==> src/rtl/keypad_scan.sv <==
// keypad_scan: 4x4 matrix keypad scanner with full-image debounce and a
// press-event FIFO. Rows are driven one at a time (active-low), columns are
// synchronized and sampled at the end of each row slot, and a full 16-key
// snapshot must repeat for DEBOUNCE_SCANS scans before key_state follows it.
// Newly pressed keys are queued lowest index first.
module keypad_scan #(
  parameter int unsigned SCAN_DIV       = 50000,
  parameter int unsigned DEBOUNCE_SCANS = 4,
  parameter int unsigned FIFO_DEPTH     = 4
) (
  input  logic        clk,
  input  logic        RST,
  output logic [3:0]  row_o,
  input  logic [3:0]  col_i,
  output logic [15:0] key_state,
  output logic        key_valid,
  output logic [3:0]  key_code,
  input  logic        key_ready
);

  localparam int unsigned SLOT_W = (SCAN_DIV > 1) ? $clog2(SCAN_DIV) : 1;
  localparam int unsigned PTR_W  = (FIFO_DEPTH > 1) ? $clog2(FIFO_DEPTH) : 1;
  localparam int unsigned CNT_W  = $clog2(FIFO_DEPTH + 1);
  localparam int unsigned STB_W  = 4;

  // Column synchronizer and scan position
  logic [3:0]        col_s1;
  logic [3:0]        col_s2;
  logic [SLOT_W-1:0] slot;
  logic [1:0]        row;

  // Debounce state
  logic [15:0]      snapshot;
  logic [15:0]      prev_snap;
  logic             scanned;
  logic [STB_W-1:0] stable_cnt;
  logic [15:0]      pending;

  // Event FIFO
  logic [3:0]       mem [FIFO_DEPTH];
  logic [PTR_W-1:0] wr_ptr;
  logic [PTR_W-1:0] rd_ptr;
  logic [CNT_W-1:0] count;

  // Combinational next-state values
  logic             slot_end;
  logic             scan_end;
  logic [1:0]       row_next;
  logic [3:0]       pressed;
  logic [15:0]      snap_new;
  logic [STB_W-1:0] stable_new;
  logic             commit;
  logic [15:0]      rising;
  logic             pop;
  logic             push;
  logic [3:0]       push_idx;
  logic [15:0]      clr;
  logic [15:0]      pending_next;
  logic [PTR_W-1:0] wr_ptr_next;
  logic [PTR_W-1:0] rd_ptr_next;
  logic [CNT_W-1:0] count_next;
  logic [3:0]       code_next;

  // Scan timing, snapshot capture and end-of-scan debounce decision
  always_comb begin
    slot_end   = (slot == SLOT_W'(SCAN_DIV - 1));
    scan_end   = slot_end && (row == 2'd3);
    row_next   = slot_end ? row + 2'd1 : row;
    pressed    = ~col_s2;
    snap_new   = snapshot;
    stable_new = stable_cnt;
    if (slot_end) begin
      snap_new[{row, 2'b00} +: 4] = pressed;
    end
    if (scan_end) begin
      if (!scanned || (snap_new != prev_snap)) begin
        stable_new = STB_W'(1);
      end else if (stable_cnt < STB_W'(DEBOUNCE_SCANS)) begin
        stable_new = stable_cnt + STB_W'(1);
      end
    end
    commit = scan_end && (stable_new == STB_W'(DEBOUNCE_SCANS)) && (snap_new != key_state);
    rising = commit ? (snap_new & ~key_state) : 16'h0000;
  end

  // Serializer: move the lowest pending key into the FIFO when there is room
  always_comb begin
    pop      = key_ready && (count != '0);
    push     = (pending != 16'h0000) && ((count < CNT_W'(FIFO_DEPTH)) || pop);
    push_idx = 4'h0;
    clr      = 16'h0000;
    for (int i = 15; i >= 0; i--) begin
      if (pending[i]) push_idx = 4'(i);
    end
    if (push) clr[push_idx] = 1'b1;
    pending_next = (pending & ~clr) | rising;
  end

  // FIFO pointer/count update and next head value
  always_comb begin
    wr_ptr_next = push ? wr_ptr + PTR_W'(1) : wr_ptr;
    rd_ptr_next = pop ? rd_ptr + PTR_W'(1) : rd_ptr;
    count_next  = count;
    if (push && !pop) begin
      count_next = count + CNT_W'(1);
    end else if (pop && !push) begin
      count_next = count - CNT_W'(1);
    end
    code_next = key_code;
    if (count_next != '0) begin
      // The entry being written this cycle becomes the head when nothing older remains
      if (push && (rd_ptr_next == wr_ptr)) code_next = push_idx;
      else                                 code_next = mem[rd_ptr_next];
    end
  end

  // Scanner, debounce and FIFO control registers
  always_ff @(posedge clk) begin
    if (RST) begin
      col_s1     <= 4'hF;
      col_s2     <= 4'hF;
      slot       <= '0;
      row        <= 2'd0;
      row_o      <= 4'b1110;
      snapshot   <= 16'h0000;
      prev_snap  <= 16'h0000;
      scanned    <= 1'b0;
      stable_cnt <= '0;
      key_state  <= 16'h0000;
      pending    <= 16'h0000;
      wr_ptr     <= '0;
      rd_ptr     <= '0;
      count      <= '0;
      key_valid  <= 1'b0;
      key_code   <= 4'h0;
    end else begin
      col_s1     <= col_i;
      col_s2     <= col_s1;
      slot       <= slot_end ? '0 : slot + SLOT_W'(1);
      row        <= row_next;
      row_o      <= ~(4'b0001 << row_next);
      snapshot   <= snap_new;
      stable_cnt <= stable_new;
      if (scan_end) begin
        prev_snap <= snap_new;
        scanned   <= 1'b1;
      end
      if (commit) key_state <= snap_new;
      pending    <= pending_next;
      wr_ptr     <= wr_ptr_next;
      rd_ptr     <= rd_ptr_next;
      count      <= count_next;
      key_valid  <= (count_next != '0);
      key_code   <= code_next;
    end
  end

  // FIFO storage (no reset needed, guarded by count)
  always_ff @(posedge clk) begin
    if (!RST && push) mem[wr_ptr] <= push_idx;
  end

endmodule

==> config.mk <==
export PLATFORM = sky130hd
export DESIGN_NAME = keypad_scan
export DESIGN_NICKNAME = d
export VERILOG_FILES = /design/src/rtl/keypad_scan.sv
export SDC_FILE = /design/constraint.sdc
export NUM_CORES = 1
export LEC_CHECK = 0
export BUFFER_PORTS_ARGS = -buffer_cell sky130_fd_sc_hd__buf_4
export CAP_MARGIN = 10
export CORE_MARGIN = 2
export CORE_UTILIZATION = 30
export CTS_BUF_LIST = sky130_fd_sc_hd__clkbuf_2 sky130_fd_sc_hd__clkbuf_4 sky130_fd_sc_hd__clkbuf_8
export DETAILED_ROUTE_END_ITERATION = 10
export HOLD_SLACK_MARGIN = 0.08
export PLACE_DENSITY_LB_ADDON = 0.2
export SYNTH_ARGS = -nofsm -noshare
export SYNTH_HDL_FRONTEND = slang
export SYNTH_SLANG_ARGS = --single-unit
==> constraint.sdc <==
create_clock -name clk -period 10.45 [get_ports clk]
set_input_delay 2.09 -clock clk [delete_from_list [all_inputs] [get_ports clk]]
set_output_delay 2.09 -clock clk [all_outputs]
set_load 0.01 [all_outputs]
==> results of run 1 <==
==> synth_stat cells, drive strengths merged (4+ instances only) <==
| cell type | count |
|---|---|
| a21oi | 38 |
| a31oi | 4 |
| and2 | 7 |
| buf | 8 |
| clkbuf | 20 |
| dfxtp | 111 |
| edfxtp | 16 |
| ha | 30 |
| inv | 42 |
| mux2 | 25 |
| mux2i | 10 |
| mux4 | 4 |
| nand2 | 46 |
| nand2b | 20 |
| nand3 | 13 |
| nand4 | 8 |
| nor2 | 88 |
| nor2b | 13 |
| nor3 | 17 |
| nor4 | 4 |
| o21ai | 19 |
| o22ai | 14 |
| o31ai | 11 |
| or2 | 9 |
| or3 | 8 |
| or4 | 5 |
| xnor2 | 24 |
| xor2 | 10 |
==> through the flow <==
step / power, mW / std cells / utilization (%) / hold WS, ns / cell area, um2
after global routing: 1.25 / 978 / 35.1 / 0.430 / 7140
after CTS: 1.20 / 978 / 35.1 / 0.418 / 7140
final: 1.19 / 978 / 35.1 / 0.414 / 7140
after floorplan: 0.688 / 671 / - / 0.389 / 6270
after detailed placement: 0.725 / 946 / 32.9 / 0.401 / 6700
after global placement: 0.721 / 946 / 32.9 / 0.394 / 6700
==> cell usage in the layout, fill, tap and decap left out, drive strengths merged, types with 4 or more instances in the layout <==
cell	n
dfxtp	111
nor2	88
nand2	46
inv	42
a21oi	38
buf	34
ha	30
mux2	25
xnor2	24
clkbuf	22
nand2b	20
o21ai	19
nor3	17
edfxtp	16
o22ai	14
nand3	13
nor2b	13
o31ai	11
mux2i	10
xor2	10
or2	9
nand4	8
or3	8
and2	7
or4	5
nor4	4
a31oi	4
mux4	4
bufinv	4
==> cell families after synthesis <==
logic type               after synthesis
AND/OR/NAND/NOR                      261
flip-flops                           127
AO/OA/AOI/OAI                        109
buffers and inverters                 71
multiplexers                          39
XOR/XNOR                              34
adder cells (fa/ha/maj)               30
==> flip-flops by register name, summed over array words and instances, names as in the netlist <==
| register | count |
|---|---|
| key_state | 16 |
| mem | 16 |
| pending | 16 |
| prev_snap | 16 |
| slot | 16 |
| snapshot | 16 |
| col_s1 | 4 |
| col_s2 | 4 |
| key_code | 4 |
| row_o | 4 |
| stable_cnt | 4 |
| count | 3 |
| rd_ptr | 2 |
| row | 2 |
| wr_ptr | 2 |
| key_valid | 1 |
| scanned | 1 |
==> worst min path at each step <==
stage,start,end,slack [ns]
after floorplan,col_s1[0],col_s2[0],0.39
after global placement,col_s1[0],col_s2[0],0.39
after detailed placement,col_s1[0],col_s2[0],0.40
after CTS,col_s1[3],col_s2[3],0.42
after global routing,col_s1[3],col_s2[3],0.43
final,col_s1[3],col_s2[3],0.41
==> report_power, final <==
group          switching, mW  internal (mW)  total (mW)
sequential            0.0136          0.511       0.525
combinational         0.0867          0.100       0.187
clock                  0.197          0.280       0.477
==> cell type report <==
cell class,instances,share of cell area (%)
repair buffers,34,3.57
clock inverters,10,2.26
multi-input cells,473,45.4
inverters,42,2.21
well taps,270,4.73
flip-flops and latches,127,37.8
clock buffers,22,3.98
==> layer usage <==
layer | part of all wire [%] | routed length [um]
met1 | 46 | 6630
met2 | 49 | 7130
met3 | 3.3 | 479
met4 | 1.9 | 272
met5 | 0 | 0
==> out/results.ini, run 1 <==
[layout]
antenna_cells = 0
area_delta_synth_final_pct = 13.8
drive_above_1_share_pct = 16.9
multiInputGateArea_um2 = 3240
fill_cells = 2070
layout.area.seq_um2 = 2700
nNetsFinal = 732

[pwr]
irDropWorstVdd_uv = 80.7
leakagePower_nw = 2.73
powerDensity_nw_per_um2 = 166

[placed_design]
preCtsSetupSlack_ns = 6.15
dp_hpwl_mm = 10.5
port_buffers = 31
gp_congestion = 0.791

[sta]
rsz0062_at_grt = false
max_freq_mhz = 231
setup_viol = 0
setup-tns-final_ns = 0
period_share_pct = 41.5
maxSlewHeadroom_pct = 26.7
hold_viol = 0
fin_crit_ns = 4.34
tightest_slew_ns = 1.10
skew_ns = 0.0102
slew_violations = 0
setup_slack_ns = 6.11

[worst_setup_path]
r2r-end = key_state[15]
cp_data_arrival_time_ns = 4.67
endpoint = key_state[15]
r2r_setup_slack_ns = 6.11
crit_start = slot[0]
cp_slowest_cell = and4_1
path_class = reg2reg
critPathBufInv = 2
startpoint_type = flop
cp_cell_sequence = ha_1 -> and3_1 -> and4_1 -> nand2_1 -> a21boi_0 -> inv_1 -> ha_1 -> nand4_1 -> nor4_1 -> nor2_1 -> nand2_1 -> or3_1 -> buf_4 -> mux2_2
cp.required_ns = 10.78
rr_worst_depth = 14
cp.depth = 14
path_max_fanout = 22
max_stage_delay_ns = 0.68
crit_path_end_kind = flop
reg2reg_from = slot[0]
cp_top_family = simple AND/OR/NAND/NOR gates

[detailed_routing]
viasPerCell = 4.82
drt_wl_total_mm = 14.5
wl_per_cell_um = 14.8
antenna_left = 0
vias = 4715
dr.pass1.iters = 5
first_iter_violations = 243
drc = 0

[clock_tree]
numCtsBuffers = 17
ctsResizeCount = 0
clk_latency_ns = 0.44
cts_hold_buf = 0
cts-root-buf = clkbuf_8
htree_levels = 4
post-cts-setup-buffers = 0
clk_path_buf_depth = 2
cts_sinks = 127
clk_pin_slew_ns = 0.07
cts_tree = done

[yosys]
post-synth-top-area-cell = dfxtp_1
synth_fa_ha_area_share_pct = 5.98
synth_compound_area_share_pct = 11.0
ys_warn_count = 0
syn_inst = 671
synth-simple-area-share_pct = 21.6
synth_area_um2 = 6270
muxShareOfSynthArea_pct = 8.30
synthFlopType = dfxtp_1
synth_top_cell_area_share_pct = 35.4
synth-seq-area-share_pct = 43.1
syn_nets = 708
synth_top_family_by_area = simple AND/OR/NAND/NOR gates
synth-edff-count = 16
ys_ff_latch = 127
async_flop_share_pct = 0
yosysUniqueCellTypes = 66
syn_avg_cell_area_um2 = 9.35
synth_area_leaders = dfxtp_1 35%, edfxtp_1 7.7%, ha_1 6.0%, nor2_1 5.3%, xnor2_1 3.3%
yosys.area_share.xor_xnor_pct = 4.75

[die]
io_pins = 32
dieArea_um2 = 22100
row_count = 52
core_um2 = 20400
die_height_um = 149
fp.dieW_um = 149
start_util_pct = 30.8

[grt]
antenna_found_initial = 0
top_usage_layer = met2
track_usage_pct = 13.9
use_met1_pct = 16.9
grt_max_degree = 113
met2_usage_pct = 23.5
grt_pass1_wl_mm = 24.1
use_met3_pct = 3.53
grt_overflow = 0
grt_pass1_vias = 4770

[min_path]
hold_depth = 1
min_path_type = reg2reg

[status]
status = completed

[run]
maxCapViolCount = 0

Note: power is estimated with default switching activity, not from simulation.
==> run 2: changes to the inputs <==
clock period = 4 ns   (was 10.45 ns; I/O delays follow)
==> out/results.ini, run 2 (same netlist as run 1, synthesis figures left out) <==
[status]
status = completed  ; unchanged

[grt]
grt_pass1_vias = 4701  ; was 4770
met2_usage_pct = 24.6  ; was 23.5%
grt_overflow = 0  ; unchanged
antenna_found_initial = 0  ; unchanged
grt_pass1_wl_mm = 24.6  ; was 24.1 mm
track_usage_pct = 14.3  ; was 13.9%
use_met3_pct = 3.74  ; was 3.53%
grt_max_degree = 60  ; was 113
top_usage_layer = met2  ; unchanged
use_met1_pct = 17.5  ; was 16.9%

[sta]
period_share_pct = 88.6  ; was 41.5%
maxSlewHeadroom_pct = 57.2  ; was 26.7%
tightest_slew_ns = 0.640  ; was 1.10 ns
setup_slack_ns = 0.456  ; was 6.11 ns
setup_viol = 0  ; unchanged
setup-tns-final_ns = 0  ; unchanged
rsz0062_at_grt = false  ; unchanged
skew_ns = 0.00910  ; was 0.0102 ns
fin_crit_ns = 3.54  ; was 4.34 ns
slew_violations = 0  ; unchanged
max_freq_mhz = 282  ; was 231 MHz
hold_viol = 0  ; unchanged

[worst_setup_path]
cp_cell_sequence = ha_1 -> and3_1 -> and4_2 -> nand2_1 -> a21boi_0 -> inv_1 -> ha_1 -> nand4_1 -> nor4_1 -> nor2_1 -> nand2_1 -> or3_1 -> buf_4 -> mux2_4  ; was ha_1 -> and3_1 -> and4_1 -> nand2_1 -> a21boi_0 -> inv_1 -> ha_1 -> nand4_1 -> nor4_1 -> nor2_1 -> nand2_1 -> or3_1 -> buf_4 -> mux2_2
crit_path_end_kind = flop  ; unchanged
cp_slowest_cell = and4_2  ; was and4_1
path_class = reg2reg  ; unchanged
cp.required_ns = 4.34  ; was 10.78 ns
cp_data_arrival_time_ns = 3.89  ; was 4.67 ns
max_stage_delay_ns = 0.46  ; was 0.68 ns
startpoint_type = flop  ; unchanged
path_max_fanout = 17  ; was 22

[pwr]
pwr-share-comb_pct = 17.4  ; was 15.7%
power_switching_mw = 0.863  ; was 0.297 mW
total_power_mw = 2.98  ; was 1.19 mW
powerDensity_nw_per_um2 = 417  ; was 166 nW/um2
seqPwrFrac_pct = 45.9  ; was 44.1%
irDropWorstVdd_uv = 232  ; was 80.7 uV
internal_power_mw = 2.12  ; was 0.892 mW
sw_frac_of_total_pct = 28.9  ; was 25.0%
power.clock.fraction_pct = 36.7  ; was 40.1%
leakagePower_nw = 2.74  ; was 2.73 nW

[clock_tree]
clk_path_buf_depth = 2  ; unchanged
htree_levels = 4  ; unchanged
cts_tree = done  ; unchanged
cts_sinks = 127  ; unchanged
cts-root-buf = clkbuf_8  ; unchanged
clk_latency_ns = 0.45  ; was 0.44 ns
cts_hold_buf = 0  ; unchanged
numCtsBuffers = 17  ; unchanged
clk_pin_slew_ns = 0.08  ; was 0.07 ns

[die]
io_pins = 32  ; unchanged
fp.dieW_um = 149  ; unchanged
start_util_pct = 30.8  ; unchanged
core_um2 = 20400  ; unchanged
die_height_um = 149  ; unchanged
dieArea_um2 = 22100  ; unchanged
row_count = 52  ; unchanged

[layout]
drive_above_1_share_pct = 17.9  ; was 16.9%
nNetsFinal = 739  ; was 732
antenna_cells = 0  ; unchanged
fill_cells = 2019  ; was 2070
layout_commonest_cell = dfxtp_1  ; unchanged
final_cell_mix = 111 x dfxtp_1, 88 x nor2_1, 43 x nand2_1  ; unchanged
area_delta_synth_final_pct = 13.9  ; was 13.8%

[placed_design]
dp_hpwl_mm = 11.0  ; was 10.5 mm
preCtsSetupSlack_ns = 0.336  ; was 6.15 ns
gp_congestion = 0.905  ; was 0.791
port_buffers = 31  ; unchanged

[detailed_routing]
dr.pass1.iters = 7  ; was 5
antenna_left = 0  ; unchanged
first_iter_violations = 319  ; was 243
drc = 0  ; unchanged
vias = 4749  ; was 4715
viasPerCell = 4.82  ; about the same
wl_per_cell_um = 15.1  ; was 14.8 um
drt_wl_total_mm = 14.9  ; was 14.5 mm

[run]
maxCapViolCount = 0  ; unchanged

[min_path]
min_path_type = reg2reg  ; unchanged

-- run 2: worst paths after layout --
kind,slack [ns],cells past startpoint,to,startpoint
max,0.46,14,key_state[14],slot[0]
min,0.41,1,col_s2[3],col_s1[3]
max reg2reg,0.46,14,key_state[14],slot[0]
min reg2reg,0.41,1,col_s2[3],col_s1[3]
-- run 2: metrics by stage --
| stage | std cells | util, % | instance area (um2) | hold slack [ns] |
|---|---|---|---|---|
| final | 985 | 35.1 | 7150 | 0.413 |
| after detailed placement | 953 | 33.2 | 6760 | 0.395 |
| after global placement | 953 | 33.2 | 6760 | 0.393 |
| after floorplan | 671 | - | 6270 | 0.389 |
| after CTS | 985 | 35.1 | 7150 | 0.414 |
| after global routing | 985 | 35.1 | 7150 | 0.433 |
-- run 2: metal layers --
metal | share of wire, % | up-vias | wire, um
li1 | - | 2387 | -
met4 | 1.3 | 0 | 189
met5 | 0 | - | 0
met2 | 50 | 91 | 7450
met1 | 45 | 2259 | 6630
met3 | 4.0 | 12 | 591
-- run 2: critical path: cells and delay by family (launching register included) --
kind            cells  cell delay (ns)
mux                 1             0.31
buf+inv             2             0.34
flops               1             0.36
simple gates        8             1.59
compound gates      1             0.32
fa+ha+maj           2             0.48
-- run 2: layout make-up --
cell class	instances	area, um2	area share, %
Sequential cell	127	2700	37.8
Timing Repair Buffer	41	320	4.48
Clock inverter	15	150	2.10
Multi-Input combinational cell	473	3250	45.4
Clock buffer	17	234	3.27
Inverter	42	158	2.21
Tap cell	270	338	4.73
-- run 2: repair_timing --
item                       4_1_cts  5_1_grt
setup buffers                    0        0
gates resized for setup          0        1
setup endpoints to repair        0        4
-- run 2: power groups by stage --
stage	combinational (mW)	sequential, mW	clock, mW
floorplan	0.394	1.40	0
global placement	0.515	1.40	0
detailed placement	0.526	1.40	0
CTS	0.528	1.37	1.14
global route	0.581	1.38	1.20
finish	0.518	1.37	1.09
==> run 3: changes to the inputs <==
==> constraint.sdc (replaced) <==
create_clock -name clk -period 3.8 [get_ports clk]
set_input_delay 0.19 -clock clk [delete_from_list [all_inputs] [get_ports clk]]
set_output_delay 0.19 -clock clk [all_outputs]
set_load 0.01 [all_outputs]
==> out/results.ini, run 3 (same netlist as run 1, synthesis figures left out) <==
[placed_design]
port_buffers = 31  ; unchanged
gp_congestion = 0.869  ; was 0.905
preCtsSetupSlack_ns = 0.168  ; was 0.336 ns
dp_hpwl_mm = 10.9  ; was 11.0 mm

[grt]
grt_overflow = 0  ; unchanged
grt_pass1_vias = 4692  ; was 4701
grt_pass1_wl_mm = 24.0  ; was 24.6 mm
track_usage_pct = 13.9  ; was 14.3%
antenna_found_initial = 0  ; unchanged
grt_max_degree = 68  ; was 60

[pwr]
power_switching_mw = 0.861  ; was 0.863 mW
leakagePower_nw = 2.77  ; was 2.74 nW
internal_power_mw = 2.35  ; was 2.12 mW
pwr-share-comb_pct = 16.7  ; was 17.4%
seqPwrFrac_pct = 44.9  ; was 45.9%
sw_frac_of_total_pct = 26.8  ; was 28.9%
irDropWorstVdd_uv = 210  ; was 232 uV
powerDensity_nw_per_um2 = 446  ; was 417 nW/um2
power.clock.fraction_pct = 38.5  ; was 36.7%
total_power_mw = 3.21  ; was 2.98 mW

[sta]
period_share_pct = 92.8  ; was 88.6%
skew_ns = 0.0143  ; was 0.00910 ns
maxSlewHeadroom_pct = 39.7  ; was 57.2%
hold_viol = 0  ; unchanged
setup-tns-final_ns = 0  ; unchanged
max_freq_mhz = 283  ; was 282 MHz
setup_slack_ns = 0.273  ; was 0.456 ns
fin_crit_ns = 3.53  ; was 3.54 ns
hold_slack_ns = 0.175  ; was 0.413 ns
tightest_slew_ns = 0.898  ; was 0.640 ns
rsz0062_at_grt = false  ; unchanged
setup_viol = 0  ; unchanged
slew_violations = 0  ; unchanged

[clock_tree]
post-cts-setup-buffers = 0  ; unchanged
cts_tree = done  ; unchanged
clk_pin_slew_ns = 0.07  ; was 0.08 ns
clk_latency_ns = 0.45  ; about the same
clk_path_buf_depth = 2  ; unchanged
numCtsBuffers = 17  ; unchanged
htree_levels = 4  ; unchanged
cts-root-buf = clkbuf_8  ; unchanged
cts_sinks = 127  ; unchanged

[detailed_routing]
viasPerCell = 4.77  ; was 4.82
wl_per_cell_um = 15.0  ; was 15.1 um
drt_wl_total_mm = 14.8  ; was 14.9 mm
antenna_left = 0  ; unchanged
dr.pass1.iters = 5  ; was 7
vias = 4722  ; was 4749
drc = 0  ; unchanged
first_iter_violations = 252  ; was 319

[worst_setup_path]
cp.required_ns = 4.14  ; was 4.34 ns
cp_cell_sequence = ha_1 -> and3_1 -> and4_2 -> nand2_1 -> a21boi_0 -> inv_1 -> ha_1 -> nand4_1 -> nor4_1 -> nor2_1 -> nand2_1 -> or3_1 -> buf_4 -> mux2_4  ; unchanged
crit_path_end_kind = flop  ; unchanged
critPathBufInv = 2  ; unchanged
path_max_fanout = 23  ; was 17
startpoint_type = flop  ; unchanged
path_class = reg2reg  ; unchanged
cp_slowest_cell = and4_2  ; unchanged
cp_top_family = simple AND/OR/NAND/NOR gates  ; unchanged
cp_data_arrival_time_ns = 3.87  ; was 3.89 ns
max_stage_delay_ns = 0.43  ; was 0.46 ns

[layout]
final_cell_mix = 111 x dfxtp_1, 88 x nor2_1, 43 x nand2_1  ; unchanged
layout_commonest_cell = dfxtp_1  ; unchanged
drive_above_1_share_pct = 17.8  ; was 17.9%
area_delta_synth_final_pct = 14.9  ; was 13.9%
antenna_cells = 0  ; unchanged
post-route-util_pct = 35.4  ; was 35.1%
nNetsFinal = 743  ; was 739

[die]
row_count = 52  ; unchanged
start_util_pct = 30.8  ; unchanged
core_um2 = 20400  ; unchanged
die_height_um = 149  ; unchanged
fp.dieW_um = 149  ; unchanged
dieArea_um2 = 22100  ; unchanged
io_pins = 32  ; unchanged

[status]
status = completed  ; unchanged

[min_path]
min_path_type = in2reg  ; was reg2reg

[run]
maxCapViolCount = 0  ; unchanged

run 3: changes by cell type in the layout (fill, tap and decap cells not counted):
cell and delta:
clkinv_4 -1, clkinvlp_4 +1, clkbuf_4 +2, o21ai_1 +1, dlygate4sd3_1 +4, inv_6 -6
bufinv_16 +2, o21ai_0 -1, buf_12 -1, buf_4 +1, clkinv_2 +2
run 3: final cells by class:
type	instances	area, um2
clock inverter	13	166
inverter	42	158
sequential	127	2700
multi-input combinational	473	3250
tap	270	338
clock buffer	19	249
timing repair buffer	45	348
fill	2053	13200
run 3: worst paths after layout:
kind | endpoint | start | slack, ns | depth (start not counted)
min | count[2] | RST | 0.17 | 2
max reg2reg | key_state[8] | slot[0] | 0.27 | 14
max | key_state[8] | slot[0] | 0.27 | 14
min reg2reg | col_s2[2] | col_s1[2] | 0.42 | 1
run 3: metal layers:
metal	part of all wire [%]	vias up	track usage, %
met5	0	-	0
met4	1.2	0	4.95
met3	3.3	17	3.59
met2	51	72	24.0
met1	45	2236	16.6
li1	-	2397	-
run 3: power groups by stage:
stage / clock, mW / sequential [mW] / combinational (mW)
2_1_floorplan: 0 / 1.48 / 0.414
3_3_place_gp: 0 / 1.47 / 0.526
3_5_place_dp: 0 / 1.47 / 0.542
4_1_cts: 1.28 / 1.44 / 0.547
5_1_grt: 1.33 / 1.45 / 0.587
6_report: 1.24 / 1.44 / 0.535
run 3: what timing repair did:
| action | 4_1_cts | 5_1_grt |
|---|---|---|
| hold endpoints to repair | 4 | 0 |
| endpoints found under the setup margin | 0 | 17 |
| gates resized for setup | 0 | 2 |
| hold buffers | 4 | 0 |
run 3: metrics by stage:
| step | cell area (um2) | std cells |
|---|---|---|
| after floorplan | 6270 | 671 |
| after global placement | 6750 | 953 |
| after detailed placement | 6750 | 953 |
| after global routing | 7210 | 989 |
| after CTS | 7210 | 989 |
| final | 7210 | 989 |
